[src/rtl/xor_descrambler.sv]
// Receive-side XOR descrambler: strips a 16-bit Fibonacci LFSR keystream from an
// N-bit valid/ready word stream. One output register, keystream advances per accepted word.
module xor_descrambler #(
  parameter int          N            = 4,
  parameter logic [15:0] SEED_DEFAULT = 16'hACE1
) (
  input  logic         clk,
  input  logic         rst,
  input  logic         seed_load,
  input  logic [15:0]  seed,
  input  logic         in_valid,
  output logic         in_ready,
  input  logic [N-1:0] in_data,
  output logic         out_valid,
  input  logic         out_ready,
  output logic [N-1:0] out_data,
  output logic         locked,
  output logic [15:0]  word_count
);

  if (N < 1 || N > 16) begin : g_bad_width
    $error("xor_descrambler: N must be in 1..16");
  end

  typedef enum logic {S_IDLE, S_RUN} state_t;

  state_t       r_state;
  state_t       w_state_nxt;
  logic [15:0]  r_lfsr;
  logic [15:0]  w_lfsr_adv;
  logic         r_out_valid;
  logic [N-1:0] r_out_data;
  logic [15:0]  r_word_count;
  logic         w_accept;

  // One Fibonacci step of x^16+x^14+x^13+x^11+1, applied N times per word.
  function automatic logic [15:0] lfsr_adv_n(input logic [15:0] s);
    logic [15:0] v;
    v = s;
    for (int i = 0; i < N; i++) begin
      v = {v[14:0], v[15] ^ v[13] ^ v[12] ^ v[10]};
    end
    return v;
  endfunction

  // Valid/ready: a word moves when valid && ready are both high at a rising edge.
  // in_ready is combinational; a seed_load in the same cycle blocks acceptance.
  assign in_ready   = (r_state == S_RUN) && !seed_load && (!r_out_valid || out_ready);
  assign w_accept   = in_valid && in_ready;
  assign w_lfsr_adv = lfsr_adv_n(r_lfsr);

  always_comb begin
    w_state_nxt = r_state;
    if (seed_load) begin
      w_state_nxt = S_RUN;
    end
  end

  always_ff @(posedge clk) begin
    if (rst) begin
      r_state <= S_IDLE;
    end else begin
      r_state <= w_state_nxt;
    end
  end

  always_ff @(posedge clk) begin
    if (rst) begin
      r_lfsr       <= SEED_DEFAULT;
      r_out_valid  <= 1'b0;
      r_out_data   <= '0;
      r_word_count <= 16'd0;
    end else if (seed_load) begin
      // A zero seed would lock the LFSR at zero, so it is replaced.
      r_lfsr       <= (seed == 16'd0) ? SEED_DEFAULT : seed;
      r_out_valid  <= 1'b0;
      r_word_count <= 16'd0;
    end else if (w_accept) begin
      r_out_data   <= in_data ^ r_lfsr[N-1:0];
      r_out_valid  <= 1'b1;
      r_lfsr       <= w_lfsr_adv;
      r_word_count <= r_word_count + 16'd1;
    end else if (r_out_valid && out_ready) begin
      r_out_valid  <= 1'b0;
    end
  end

  assign out_valid  = r_out_valid;
  assign out_data   = r_out_data;
  assign word_count = r_word_count;
  assign locked     = (r_state == S_RUN);

endmodule
[config.mk]
export PLATFORM = sky130hd
export DESIGN_NAME = xor_descrambler
export DESIGN_NICKNAME = d
export VERILOG_FILES = /design/src/rtl/xor_descrambler.sv
export SDC_FILE = /design/constraint.sdc
export NUM_CORES = 1
export LEC_CHECK = 0
export BUFFER_PORTS_ARGS = -buffer_cell sky130_fd_sc_hd__buf_2
export CAP_MARGIN = 10
export CORE_MARGIN = 2
export CORE_UTILIZATION = 50
export CTS_CLUSTER_SIZE = 30
export DETAILED_ROUTE_END_ITERATION = 6
export PLACE_DENSITY = 0.76
export SYNTH_ARGS = -nofsm -noshare
export SYNTH_HDL_FRONTEND = slang
export SYNTH_SLANG_ARGS = --single-unit
[constraint.sdc]
create_clock -name clk -period 2.95 [get_ports clk]
set_input_delay 0.1475 -clock clk [delete_from_list [all_inputs] [get_ports clk]]
set_output_delay 0.1475 -clock clk [all_outputs]
set_load 0.005 [all_outputs]
==> impl_metrics.prom <==
# TYPE chip_impl_metric gauge
chip_impl_metric{name="fin_skew",unit="ns"} 0.006569
chip_impl_info{name="worstSetupStartpoint",value="out_valid$_SDFFE_PP0P_"} 1
chip_impl_metric{name="combPwrFrac",unit="%"} 11.4
chip_impl_metric{name="wire_length_of_the_first_global_routing_pass",unit="um"} 7348
chip_impl_info{name="critical_path_start_type",value="flop"} 1
chip_impl_metric{name="ys_seq_elements",unit=""} 38
chip_impl_metric{name="min_delay_path_depth",unit=""} 3
chip_impl_metric{name="register_area",unit="um^2"} 760.7
chip_impl_info{name="worst_setup_path_end_kind",value="flop"} 1
chip_impl_info{name="worst-setup-path-type",value="reg -> reg"} 1
chip_impl_metric{name="multi_input_comb_area",unit="mm^2"} 0.001074
chip_impl_info{name="setup.worst_path.end",value="r_lfsr[3]$_SDFFE_PP0P_"} 1
chip_impl_metric{name="post_cts_hold_buffer_count",unit=""} 0
chip_impl_metric{name="boundary_pins",unit=""} 48
chip_impl_metric{name="area.growth.synth_to_final",unit="%"} 19.61
chip_impl_metric{name="crit_required",unit="ns"} 3.12
chip_impl_metric{name="cts_setup_buffers",unit=""} 0
chip_impl_info{name="setup_repair_after_global_routing_missed_its_margin",value="no"} 1
chip_impl_metric{name="clkTransAtPathRegs",unit="ns"} 0.08
chip_impl_metric{name="detailed_place_hpwl",unit="um"} 3181
chip_impl_metric{name="cts_resized",unit=""} 0
chip_impl_info{name="crit_slowest_cell",value="nor2b_1"} 1
chip_impl_metric{name="wire_per_inst",unit="um"} 14.17
chip_impl_metric{name="dp_worst_setup_slack",unit="ns"} 1.147
chip_impl_metric{name="port-buffer-count",unit=""} 47
chip_impl_metric{name="worstSkewPairLatency",unit="ns"} 0.30
chip_impl_metric{name="totalNegativeSetupSlack",unit="ns"} 0
chip_impl_info{name="endpoint_of_the_worst_register_to_register_path",value="r_lfsr[3]$_SDFFE_PP0P_"} 1
chip_impl_metric{name="nFillCells",unit=""} 348
chip_impl_info{name="outcome",value="completed"} 1
chip_impl_metric{name="dieHeight",unit="um"} 65.35
chip_impl_info{name="root_buffer",value="clkbuf_8"} 1
chip_impl_metric{name="core",unit="mm^2"} 0.003633
chip_impl_metric{name="worst_slew_pin_slew",unit="ns"} 0.8127
chip_impl_metric{name="ys.warnings.count",unit=""} 0
chip_impl_metric{name="power_leakage",unit="uW"} 0.0009180
chip_impl_metric{name="gp_congestion",unit=""} 0.7916
chip_impl_metric{name="seq_power_share",unit="%"} 48.9
chip_impl_metric{name="synth_enable_flop_cells",unit=""} 0
chip_impl_metric{name="synth_seq_area_share",unit="%"} 40.43
chip_impl_metric{name="rows",unit=""} 22
chip_impl_info{name="critical_register_to_register_path_startpoint",value="out_valid$_SDFFE_PP0P_"} 1
chip_impl_metric{name="arrival",unit="ns"} 2.00
chip_impl_metric{name="synth_area_per_cell",unit="um^2"} 8.477
chip_impl_metric{name="p_int",unit="uW"} 844.8
chip_impl_metric{name="synth.net_count",unit=""} 248
chip_impl_metric{name="report.final.hold_viol_count",unit=""} 0
chip_impl_metric{name="die-area",unit="mm^2"} 0.004271
chip_impl_metric{name="grt_max_degree",unit=""} 24
chip_impl_metric{name="maxCapViolations",unit=""} 0
chip_impl_metric{name="synth_cell_type_count",unit=""} 40
chip_impl_metric{name="vias",unit=""} 1792
chip_impl_metric{name="grt_util_all_layers",unit="%"} 22.36
chip_impl_metric{name="worst_case_clock_buffer_depth",unit=""} 2
chip_impl_info{name="top_library_cells_by_usage_in_the_layout_fill_and_taps_aside",value="buf_2, dfxtp_1, nor2_1, nand2_1, xnor2_1"} 1
chip_impl_metric{name="design.final.nets",unit=""} 292
chip_impl_metric{name="timing.fmax",unit="MHz"} 545.9
chip_impl_info{name="tritoncts_clock_tree",value="done"} 1
chip_impl_metric{name="grt_antenna_before_repair",unit=""} 0
chip_impl_metric{name="min_period_over_period",unit="%"} 62.09
chip_impl_info{name="min-delay-path-class",value="in -> reg"} 1
chip_impl_metric{name="grt_overflow_total",unit=""} 0
chip_impl_metric{name="die_w",unit="um"} 65.35
chip_impl_metric{name="power_density",unit="mW/mm^2"} 501.5
chip_impl_metric{name="swShare",unit="%"} 25.16
chip_impl_metric{name="synth_area",unit="mm^2"} 0.001882
chip_impl_metric{name="detail_route.first_pass.iterations",unit=""} 4
chip_impl_metric{name="pwr-share-clk",unit="%"} 39.7
chip_impl_metric{name="layout-drive-gt1-share",unit="%"} 22.10
chip_impl_metric{name="syn_inst",unit=""} 222
chip_impl_metric{name="report.final.setup_viol",unit=""} 0
chip_impl_metric{name="tritoncts_num_sinks",unit=""} 38
chip_impl_metric{name="cpPeakStageDelay",unit="ns"} 0.66
chip_impl_metric{name="first_global_vias",unit=""} 1630
chip_impl_metric{name="finalWorstPathRequiredPeriod",unit="ns"} 1.832
chip_impl_info{name="layout_commonest_cell",value="buf_2"} 1
chip_impl_metric{name="worst_r2r_path_depth",unit=""} 4
chip_impl_metric{name="worst_slew_margin_rel",unit="%"} 45.71
chip_impl_metric{name="route.final.wire_length",unit="um"} 4464
chip_impl_metric{name="path_max_fanout",unit=""} 13
chip_impl_metric{name="postLayoutSetupSlackWorst",unit="ns"} 1.118
chip_impl_metric{name="ant_nets",unit=""} 0
chip_impl_metric{name="drt_iter0_markers",unit=""} 87
chip_impl_metric{name="route.detailed.drc",unit=""} 0
chip_impl_metric{name="route.detailed.vias_per_inst",unit=""} 5.689
chip_impl_metric{name="cts-htree-levels",unit=""} 2
chip_impl_metric{name="num_antenna_cells",unit=""} 0
chip_impl_info{name="worstPathCellList",value="nor2b_1 -> nor2_1 -> o21ai_0 -> o22ai_1"} 1
chip_impl_metric{name="ys_async_sr_fraction",unit="%"} 0
chip_impl_metric{name="final-max-slew-violation-count",unit=""} 0
chip_impl_metric{name="total_switching_power",unit="uW"} 284.0
chip_impl_metric{name="peak_supply_drop",unit="V"} 0.0003126
chip_impl_metric{name="initial_utilization",unit="%"} 51.79
chip_impl_info{name="dominantRegCellSynth",value="dfxtp_1"} 1
chip_impl_metric{name="numCtsBuffers",unit=""} 5
chip_impl_metric{name="rrSetupSlack",unit="ns"} 1.12
-- metrics by stage --
step	hold slack, ns	utilization, %	cells	instance area, um^2	total power (uW)
6_report	0.1039	61.95	315	2251	1129
5_1_grt	0.1257	61.95	315	2251	1180
4_1_cts	0.1002	61.95	315	2251	1134
3_5_place_dp	0.4131	58.82	307	2137	691.2
3_3_place_gp	0.4055	58.82	307	2137	688.3
2_1_floorplan	0.2972	-	222	1882	645.5
-- area by class of cell --
| cell class | count | area share (%) |
|---|---|---|
| clock buffer | 5 | 3.057 |
| timing repair buffer | 47 | 10.45 |
| multi-input combinational | 172 | 47.69 |
| tap | 48 | 2.668 |
| clock inverter | 3 | 2.001 |
| inverter | 2 | 0.3335 |
| sequential | 38 | 33.80 |
-- per-layer routing --
metal  GRT usage [%]  wire length [um]
met1           27.71              2001
met2           37.12              2119
met3           6.164               280
met4           8.073                63
met5               0                 0
-- power groups by stage --
stage	sequential (uW)	clock (uW)	combinational, uW
finish	552	448	129
global route	554	482	144
CTS	552	453	129
detailed placement	563	0	128
global placement	563	0	125
floorplan	558	0	87.2
-- critical path, delay by kind of cell, from the launching register on --
family / cells / cell delay [ns]
and+or+nand+nor: 2 / 0.99
DFF: 1 / 0.34
AOI/OAI and AO/OA: 2 / 0.37
-- sequential cells by signal (all words and copies together) (netlist names) --
| register | count |
|---|---|
| out_valid | 1 |
| word_count | 16 |
| out_data | 4 |
| locked | 1 |
| r_lfsr | 16 |
-- Yosys cell counts (all sizes together) (2+ instances only) --
| cell type | count | area share [%] |
|---|---|---|
| a211oi | 11 | 4.4 |
| a21oi | 6 | 1.6 |
| a311oi | 5 | 2.3 |
| a31oi | 2 | 0.66 |
| a41o | 2 | 1.1 |
| and3 | 7 | 2.3 |
| clkbuf | 9 | 1.9 |
| dfxtp | 38 | 40 |
| inv | 2 | 0.40 |
| nand2 | 22 | 4.4 |
| nand2b | 2 | 1.1 |
| nand3 | 5 | 1.6 |
| nand4 | 5 | 1.7 |
| nor2 | 30 | 6.0 |
| nor2b | 8 | 2.7 |
| nor3b | 7 | 2.8 |
| nor4 | 5 | 1.7 |
| o21ai | 6 | 1.6 |
| o21bai | 7 | 2.8 |
| o22ai | 3 | 1.0 |
| o31ai | 3 | 1.2 |
| or3 | 3 | 1.3 |
| or4 | 3 | 1.2 |
| xnor2 | 14 | 6.5 |
| xor2 | 6 | 2.8 |
-- logic make-up after synthesis --
family	synth area share, %
AO/OA/AOI/OAI	18.48
XOR/XNOR	9.309
adder cells (fa/ha/maj)	0.6648
buffers and inverters	2.526
flip-flops	40.43
multiplexers	0.5319
AND/OR/NAND/NOR	28.06
-- worst min-delay path by stage --
stage	from	end	slack [ns]
2_1_floorplan	seed[10]	r_lfsr[10]$_SDFFE_PP1P_	0.30
3_3_place_gp	seed[13]	r_lfsr[13]$_SDFFE_PP1P_	0.41
3_5_place_dp	seed[10]	r_lfsr[10]$_SDFFE_PP1P_	0.41
4_1_cts	seed[5]	r_lfsr[5]$_SDFFE_PP1P_	0.10
5_1_grt	seed[5]	r_lfsr[5]$_SDFFE_PP1P_	0.13
6_report	seed[5]	r_lfsr[5]$_SDFFE_PP1P_	0.10
(Power assumes the default switching activity.)
